**src/rtl/mips_pkg.sv**
```systemverilog
// Shared MIPS core definitions: default register-bank geometry, the zero
// register index and the dump engine state encoding.
package mips_pkg;

  localparam int DATA_W_DEF = 32;
  localparam int NREGS_DEF  = 32;

  // Register 0 is architecturally hardwired to zero.
  localparam int REG_ZERO = 0;

  typedef enum logic [0:0] {
    IDLE = 1'b0,
    RUN  = 1'b1
  } dump_state_e;

  // True when a register index addresses the hardwired zero register.
  function automatic logic is_reg_zero(input int unsigned idx);
    return (idx == 32'(REG_ZERO));
  endfunction

endpackage

```
**src/rtl/regfile_dump_if.sv**
```systemverilog
// Bundle of the register-file access ports and the debug dump stream.
// The core/testbench side uses the master modport, the register file the slave.
interface regfile_dump_if #(
  parameter int DATA_W = 32,
  parameter int NREGS  = 32,
  parameter int NRD    = 2
);
  localparam int AW = $clog2(NREGS);

  // Write port
  logic                  we;
  logic [AW-1:0]         waddr;
  logic [DATA_W-1:0]     wdata;
  // Combinational read ports, port i at [i*AW +: AW] / [i*DATA_W +: DATA_W]
  logic [NRD*AW-1:0]     raddr;
  logic [NRD*DATA_W-1:0] rdata;
  // Dump stream
  logic                  dump_start;
  logic                  dump_busy;
  logic                  dump_valid;
  logic                  dump_ready;
  logic [AW-1:0]         dump_addr;
  logic [DATA_W-1:0]     dump_data;
  logic                  dump_last;

  modport master (
    output we, waddr, wdata, raddr, dump_start, dump_ready,
    input  rdata, dump_busy, dump_valid, dump_addr, dump_data, dump_last
  );

  modport slave (
    input  we, waddr, wdata, raddr, dump_start, dump_ready,
    output rdata, dump_busy, dump_valid, dump_addr, dump_data, dump_last
  );

endinterface

```
**src/rtl/regfile_dump_ctrl.sv**
```systemverilog
// Dump sequencer: walks a pointer over every register index and presents one
// beat per index on a valid/ready channel. Register contents are muxed in by
// the parent from the pointer this block exposes.
module regfile_dump_ctrl
  import mips_pkg::*;
#(
  parameter int NREGS = NREGS_DEF,
  localparam int AW   = $clog2(NREGS)
) (
  input  logic          clk,
  input  logic          rst,
  input  logic          dump_start,
  input  logic          dump_ready,
  output logic          dump_busy,
  output logic          dump_valid,
  output logic [AW-1:0] dump_addr,
  output logic          dump_last
);

  localparam logic [0:0]    ST_IDLE   = IDLE;
  localparam logic [0:0]    ST_RUN    = RUN;
  localparam logic [AW-1:0] LAST_ADDR = AW'(NREGS - 1);

  logic [0:0]    state_r;
  logic [0:0]    state_nxt_s;
  logic [AW-1:0] ptr_r;
  logic [AW-1:0] ptr_nxt_s;
  logic [AW-1:0] ptr_inc_s;
  logic          last_r;
  logic          last_nxt_s;

  assign ptr_inc_s = ptr_r + AW'(1);

  // Next-state decode: start is only honoured from IDLE; an accepted final beat returns to IDLE.
  always_comb begin
    state_nxt_s = state_r;
    ptr_nxt_s   = ptr_r;
    last_nxt_s  = last_r;
    case (state_r)
      ST_IDLE: begin
        if (dump_start) begin
          state_nxt_s = ST_RUN;
          ptr_nxt_s   = '0;
          last_nxt_s  = 1'b0;
        end else begin
          state_nxt_s = ST_IDLE;
        end
      end
      ST_RUN: begin
        if (dump_ready) begin
          if (last_r) begin
            state_nxt_s = ST_IDLE;
            ptr_nxt_s   = '0;
            last_nxt_s  = 1'b0;
          end else begin
            ptr_nxt_s  = ptr_inc_s;
            last_nxt_s = (ptr_inc_s == LAST_ADDR);
          end
        end else begin
          // Stalled: hold the current beat.
          state_nxt_s = ST_RUN;
        end
      end
      default: begin
        state_nxt_s = ST_IDLE;
        ptr_nxt_s   = '0;
        last_nxt_s  = 1'b0;
      end
    endcase
  end

  // State, pointer and last-beat flag registers with asynchronous clear.
  always_ff @(posedge clk or posedge rst) begin
    if (rst) begin
      state_r <= ST_IDLE;
      ptr_r   <= '0;
      last_r  <= 1'b0;
    end else begin
      state_r <= state_nxt_s;
      ptr_r   <= ptr_nxt_s;
      last_r  <= last_nxt_s;
    end
  end

  assign dump_busy  = (state_r == ST_RUN);
  assign dump_valid = (state_r == ST_RUN);
  assign dump_addr  = ptr_r;
  assign dump_last  = last_r;

endmodule

```
**src/rtl/regfile_dump.sv**
```systemverilog
// MIPS register file: NRD combinational read ports, one write port, optional
// write-to-read forwarding, register 0 hardwired to zero, and a dump engine
// that streams every register out over a valid/ready channel.
module regfile_dump
  import mips_pkg::*;
#(
  parameter int DATA_W = DATA_W_DEF,
  parameter int NREGS  = NREGS_DEF,
  parameter int NRD    = 2,
  parameter int BYPASS = 1
) (
  input  logic          clk,
  input  logic          rst,
  regfile_dump_if.slave bus
);

  localparam int AW = $clog2(NREGS);

  logic [DATA_W-1:0]     regs_r [NREGS];
  logic [NRD*DATA_W-1:0] rdata_s;
  logic [AW-1:0]         dump_addr_s;
  logic                  wr_en_s;

  // Writes to the zero register are dropped so it never holds anything but 0.
  assign wr_en_s = bus.we && !is_reg_zero(32'(bus.waddr));

  // Register storage: cleared asynchronously, written on the rising edge.
  always_ff @(posedge clk or posedge rst) begin
    if (rst) begin
      for (int i = 0; i < NREGS; i++) begin
        regs_r[i] <= '0;
      end
    end else if (wr_en_s) begin
      regs_r[bus.waddr] <= bus.wdata;
    end
  end

  // Read ports: zero register first, then same-cycle forwarding, then storage.
  always_comb begin
    rdata_s = '0;
    for (int p = 0; p < NRD; p++) begin
      if (is_reg_zero(32'(bus.raddr[p*AW +: AW]))) begin
        rdata_s[p*DATA_W +: DATA_W] = '0;
      end else if ((BYPASS != 0) && bus.we && (bus.waddr == bus.raddr[p*AW +: AW])) begin
        rdata_s[p*DATA_W +: DATA_W] = bus.wdata;
      end else begin
        rdata_s[p*DATA_W +: DATA_W] = regs_r[bus.raddr[p*AW +: AW]];
      end
    end
  end

  assign bus.rdata = rdata_s;

  regfile_dump_ctrl #(
    .NREGS(NREGS)
  ) u_ctrl (
    .clk        (clk),
    .rst        (rst),
    .dump_start (bus.dump_start),
    .dump_ready (bus.dump_ready),
    .dump_busy  (bus.dump_busy),
    .dump_valid (bus.dump_valid),
    .dump_addr  (dump_addr_s),
    .dump_last  (bus.dump_last)
  );

  assign bus.dump_addr = dump_addr_s;
  // Dump data tracks the live register (no forwarding), so a write during a
  // stall is seen on the following cycle.
  assign bus.dump_data = regs_r[dump_addr_s];

endmodule

```
**src/flat_wrapper.sv**
```systemverilog
// flat-port wrapper written by rule: the top's interface ports become plain ports
module regfile_dump_flat import mips_pkg::*;
#(
  parameter int DATA_W = DATA_W_DEF,
  parameter int NREGS  = NREGS_DEF,
  parameter int NRD    = 2,
  parameter int BYPASS = 1
)
  (clk, rst, bus_we, bus_waddr, bus_wdata, bus_raddr, bus_dump_start, bus_dump_ready, bus_rdata, bus_dump_busy, bus_dump_valid, bus_dump_addr, bus_dump_data, bus_dump_last);
  regfile_dump_if #(.DATA_W(DATA_W), .NREGS(NREGS), .NRD(NRD)) bus_i ();
  input  logic clk;
  input  logic rst;
  input wire logic [$bits(bus_i.we)-1:0] bus_we;
  input wire logic [$bits(bus_i.waddr)-1:0] bus_waddr;
  input wire logic [$bits(bus_i.wdata)-1:0] bus_wdata;
  input wire logic [$bits(bus_i.raddr)-1:0] bus_raddr;
  input wire logic [$bits(bus_i.dump_start)-1:0] bus_dump_start;
  input wire logic [$bits(bus_i.dump_ready)-1:0] bus_dump_ready;
  output wire logic [$bits(bus_i.rdata)-1:0] bus_rdata;
  output wire logic [$bits(bus_i.dump_busy)-1:0] bus_dump_busy;
  output wire logic [$bits(bus_i.dump_valid)-1:0] bus_dump_valid;
  output wire logic [$bits(bus_i.dump_addr)-1:0] bus_dump_addr;
  output wire logic [$bits(bus_i.dump_data)-1:0] bus_dump_data;
  output wire logic [$bits(bus_i.dump_last)-1:0] bus_dump_last;
  assign bus_i.we = bus_we;
  assign bus_i.waddr = bus_waddr;
  assign bus_i.wdata = bus_wdata;
  assign bus_i.raddr = bus_raddr;
  assign bus_i.dump_start = bus_dump_start;
  assign bus_i.dump_ready = bus_dump_ready;
  assign bus_rdata = bus_i.rdata;
  assign bus_dump_busy = bus_i.dump_busy;
  assign bus_dump_valid = bus_i.dump_valid;
  assign bus_dump_addr = bus_i.dump_addr;
  assign bus_dump_data = bus_i.dump_data;
  assign bus_dump_last = bus_i.dump_last;
  regfile_dump #(.DATA_W(DATA_W), .NREGS(NREGS), .NRD(NRD), .BYPASS(BYPASS)) u_core (.clk(clk), .rst(rst), .bus(bus_i));
endmodule
```
**config.mk**
```make
export PLATFORM = sky130hd
export DESIGN_NAME = regfile_dump_flat
export DESIGN_NICKNAME = d
export VERILOG_FILES = /design/src/rtl/mips_pkg.sv /design/src/rtl/regfile_dump_if.sv /design/src/rtl/regfile_dump_ctrl.sv /design/src/rtl/regfile_dump.sv /design/src/flat_wrapper.sv
export SDC_FILE = /design/constraint.sdc
export NUM_CORES = 2
export LEC_CHECK = 0
export CORE_ASPECT_RATIO = 1.25
export CORE_MARGIN = 1
export CORE_UTILIZATION = 55
export CTS_BUF_LIST = sky130_fd_sc_hd__clkbuf_2
export DETAILED_ROUTE_END_ITERATION = 16
export PLACE_DENSITY = 0.78
export SLEW_MARGIN = 40
export SYNTH_ARGS = -nofsm -noshare
export SYNTH_HDL_FRONTEND = slang
export SYNTH_SLANG_ARGS = --single-unit
```
**constraint.sdc**
```tcl
create_clock -name clk -period 58.6 [get_ports clk]
set_input_delay 11.72 -clock clk [delete_from_list [all_inputs] [get_ports clk]]
set_output_delay 11.72 -clock clk [all_outputs]
set_load 0.03 [all_outputs]
```
# Word level (Yosys, flattened, before mapping)

Cells that the tools add are included.

Register bits after elaboration: 1031
Word-level logic and storage cells: 88
Bits of input ports: 52

Reductions and logical operators: 9
Add/subtract/negate cells: 1
Muxes and demuxes: 28
Bitwise logic cells: 5
Eq/ne operators: 5
Magnitude comparators: 5

Operators by type and width:

| operator                                                             | count |
|---|---|
| 1024-bit bitwise mux                                                 | 1 |
| 32-bit binary-select mux with 5-bit select                           | 3 |
| 32-bit 2-to-1 mux                                                    | 11 |
| 32-bit demux with 5-bit select                                       | 1 |
| 6-bit >= comparator, second input constant                           | 4 |
| 5-bit inverter with 6-bit output                                     | 4 |
| 5-bit logical NOT                                                    | 3 |
| 5-bit 2-to-1 mux                                                     | 3 |
| 5-bit equality test                                                  | 2 |
| 5-bit case mux with 2 select lines                                   | 1 |
| 6-bit by 1-bit < comparator with 1-bit output, second input constant | 1 |
| 1-bit 2-to-1 mux                                                     | 6 |
| 5-bit by 1-bit adder with 5-bit output, second input constant        | 1 |
| 5-bit equality test, second input constant                           | 1 |
| 1-bit logical AND                                                    | 4 |
| 2-bit != test, second input constant                                 | 2 |
| 1-bit case mux with 2 select lines                                   | 2 |
| 2-bit AND reduction                                                  | 1 |
| 1-bit logical NOT                                                    | 1 |
| 1-bit inverter                                                       | 1 |

# Depth between registers and ports, before layout

Depth after elaboration: 6
Depth in mapped cells: 9
Mapped depth without buffers: 5

# Modules after synthesis

Synthesis repeated with hierarchy kept, for this count alone.

Cells, all modules: 4041
Area total of the unflattened synthesis: 62259.7 um2

By module, submodules not included:

| module            | area each (um2) | times used | seq. area each (um2) | cells each |
|---|---|---|---|---|
| regfile_dump      | 61875.6         | 1          | 25624.6              | 4001 |
| regfile_dump_ctrl | 384.1           | 1          | 175.2                | 40 |

# Least setup slack after synthesis

Ideal clock, no wire load.

Path kind: input to output
Start: in bus_raddr[0]
End: out bus_rdata[20]
Cell stages on the path: 9
Path slack: 33.243 ns
Arrival time: 13.637 ns
Cells stage by stage: buf_4 buf_6 buf_2 buf_6 buf_6 mux2i_1 a22oi_1 nand4_1 a31oi_1

Word-level cells in the longest chain between the ends: 6

RTL lines:

| item                                                   | RTL line           | text |
|---|---|---|
| start: declaration                                     | flat_wrapper.sv:16 | `input wire logic [$bits(bus_i.raddr)-1:0] bus_raddr;` |
| 5-bit inverter with 6-bit output (implied by the code) | regfile_dump.sv:47 | `rdata_s[p*DATA_W +: DATA_W] = regs_r[bus.raddr[p*AW +: AW]];` |
| 32-bit binary-select mux with 5-bit select             | regfile_dump.sv:47 |  |
| 32-bit 2-to-1 mux (implied by the code) (2 in series)  | regfile_dump.sv:47 |  |
| 32-bit 2-to-1 mux                                      | regfile_dump.sv:44 | `end else if ((BYPASS != 0) && bus.we && (bus.waddr == bus.raddr[p*AW +: AW])) begin` |
| 32-bit 2-to-1 mux (*)                                  | regfile_dump.sv:42 | `if (is_reg_zero(32'(bus.raddr[p*AW +: AW]))) begin` |
| end: declaration                                       | flat_wrapper.sv:19 | `output wire logic [$bits(bus_i.rdata)-1:0] bus_rdata;` |

Every way passes the cells marked *; elsewhere a longest branch is shown, timed or not. The select of a mux whose other input is x is not followed.

# Worst setup path in the final report

Start: in bus_raddr[5]
End: out bus_rdata[56]

The elaborated chain is that of the path after synthesis.

==> flow_summary.toml <==
[yosys]
yosysMostFrequentCell = "dfrtp_1"
synth.distinct_cells = 55
synth_warnings = 0
synth-seq-cells = 1031
syn-cell-area_um2 = 62900
yosysSeqAreaShare_pct = 41.0
yosys-top-cells-count = "1031 x dfrtp_1, 721 x mux4_2, 539 x mux2_1"
ys.flop_type = "dfrtp_1"
synth-edff-count = 0
async_reset_ff_share_pct = 100
synth_top_cell_by_area = "dfrtp_1"
syn_area_per_cell_um2 = 14.9
ys_top_cells_by_area = "dfrtp_1 41%, mux4_2 26%, mux2_1 9.6%"
synthCells = 4222
syn_nets = 4276
yosysTopAreaCellShare_pct = 41.0

[timing]
fin_skew_ps = 12.0
fin_crit_sh_pct = 47.8
worst_slew_pin_slew_ps = 1170
layout_min_cycle_time_ps = 27980
hold_viol_final = 0
tns_ps = 0
rsz0062_at_grt = "no"
setup_viol = 0
fmax_mhz = 35.7
layout_setup_ws_ps = 30620
drv_slew = 0
relSlewSlack_pct = 22.1

[run]
cap_viol_max_count = 0

[final_layout]
seq_area_um2 = 25800
drive_above_1_share_pct = 41.3
multiInputGateArea_um2 = 35200
n_fill_cell = 8659
areaGrowthSynthToFinish_pct = 8.16
num-nets-final = 4349

[route]
via_per_inst = 7.72
totalWireLength_um = 221000
ant_nets = 0
via_count = 45800
drt_iter0_drc = 6472
drc = 0
wl_per_cell_um = 37.3
dr.pass1.iters = 7

[setup_path]
crit_required_ps = 46880
path_delay_family = "buffers and inverters"
cp_max_fo = 83
critPathArrivalTime_ps = 16260
cp_num_buf_inv = 5
cp_cell_sequence = "buf_8, buf_12, buf_4, buf_6, mux2i_1, a221oi_1, o21ai_0, o22a_1, a21oi_1, clkdlybuf4s50_1"
cp-start-kind = "primary input"
critical_path_depth = 10
path_class = "primary input to primary output"
critPathCaptureType = "primary output"
cpPeakStageDelay_ps = 720
cp_slowest_cell = "clkdlybuf4s50_1"
r2r_cells = 6

[floorplanning]
core-area_um2 = 113000
start_util_pct = 55.5
die_w_um = 305
dieHeight_um = 380
die_area_um2 = 116000
placementRows = 138
ioPinCount = 156

[worst_hold_path]
worstHoldPathCells = 0
hp-class = "flip-flop to flip-flop"

[placement]
place_ws_ps = 30370
routabilityCongestion = 0.922
hpwlAfterDp_um = 132000
portBuffers = 155

[cts]
cts_buffers = 275
root_buffer = "clkbuf_2"
cts_sinks = 1031
clk_latency_ps = 1580
cts_max_level = 5
cts_resized = 0
post_cts_buffers = 0
hold_buffers = 0
cts_buffer_depth = 4
clk_pin_slew_ps = 100
cts_tree = "built"

[grt]
grt_usage_pct = 38.6
antenna_found_initial = 13
grt_pass1_vias = 46600
grt_pass1_wl_um = 323000
grt_max_degree = 159
grt_remaining_overflow = 0

[status]
status = "finished clean"

[power_and_ir_drop]
ir_drop_uv = 19.5
p_total_uw = 2260
power.density_nw_per_um2 = 33.2
power_leakage_uw = 0.0291
==> cell type report <==
type	instances	area share, %
inverter	5	0.0386
sequential	1031	37.9
multi-input combinational	2674	51.8
clock buffer	378	2.78
antenna	11	0.0404
tap	1470	2.70
timing repair buffer	308	4.41
clock inverter	53	0.342
==> report_power, final <==
group	leakage (µW)	internal, µW	switching, µW	total [µW]
combinational	0.0143	424	357	781
sequential	0.0132	846	153	999
clock	0.00169	175	307	482
total	0.0291	1440	817	2260
==> logic make-up (layout without fill, tap and decap cells) <==
kind of cell    Yosys count  in the layout  share of synthesized area (%)
fa+ha+maj                 2              2                         0.0398
simple gates            164            164                           1.30
flops                  1031           1031                           41.0
compound gates          489            489                           5.60
mux                    2008           2008                           48.3
other cells               0             11                              0
buf+inv                 517            744                           3.59
xor+xnor                 11             11                          0.153
==> per-layer routing <==
layer / vias to the layer above / part of all wire, % / GRT usage, %
met5: - / 0.042 / 0.166
met1: 23800 / 34 / 47.9
met4: 12 / 9.5 / 30.4
met3: 1084 / 13 / 12.7
met2: 3725 / 44 / 55.8
li1: 17200 / - / -
==> metrics by stage <==
step	hold slack (ps)	utilization [%]	std cells	area [µm²]
after floorplan	458	-	4222	62900
after global placement	395	57.8	5472	65500
after detailed placement	403	58.1	5486	65800
after CTS	424	60.0	5917	68000
after global routing	438	60.1	5928	68000
final	422	60.1	5930	68100
==> placed cells by master (no fill, tap or decap), types with 30 or more instances in the layout <==
| cell type | n |
|---|---|
| dfrtp_1 | 1026 |
| mux4_2 | 721 |
| mux2_1 | 539 |
| mux2_2 | 485 |
| clkbuf_2 | 378 |
| mux2i_1 | 263 |
| a22oi_1 | 182 |
| clkdlybuf4s50_1 | 136 |
| buf_4 | 110 |
| a21oi_1 | 84 |
| clkinv_1 | 45 |
| nand2_1 | 39 |
| a211o_1 | 30 |
==> worst paths after layout <==
| path | start | to | slack (ps) |
|---|---|---|---|
| max in group asynchronous | rst | u_core.regs_r[276] | 44670 |
| min in group asynchronous | rst | u_core.regs_r[743] | 10600 |
| max | bus_raddr[5] | bus_rdata[56] | 30620 |
| min | u_core.regs_r[999] | u_core.regs_r[999] | 420 |
| max reg2reg | u_core.u_ctrl.dump_addr[1] | u_core.u_ctrl.dump_last | 55830 |
| min reg2reg | u_core.regs_r[999] | u_core.regs_r[999] | 420 |
==> flip-flops by register name (all words and copies together) (netlist names) <==
| signal | flops |
|---|---|
| u_core.u_ctrl.dump_addr | 5 |
| u_core.u_ctrl.dump_busy | 1 |
| u_core.regs_r | 1024 |
| u_core.u_ctrl.dump_last | 1 |
Power figures use the tool's default switching activity.
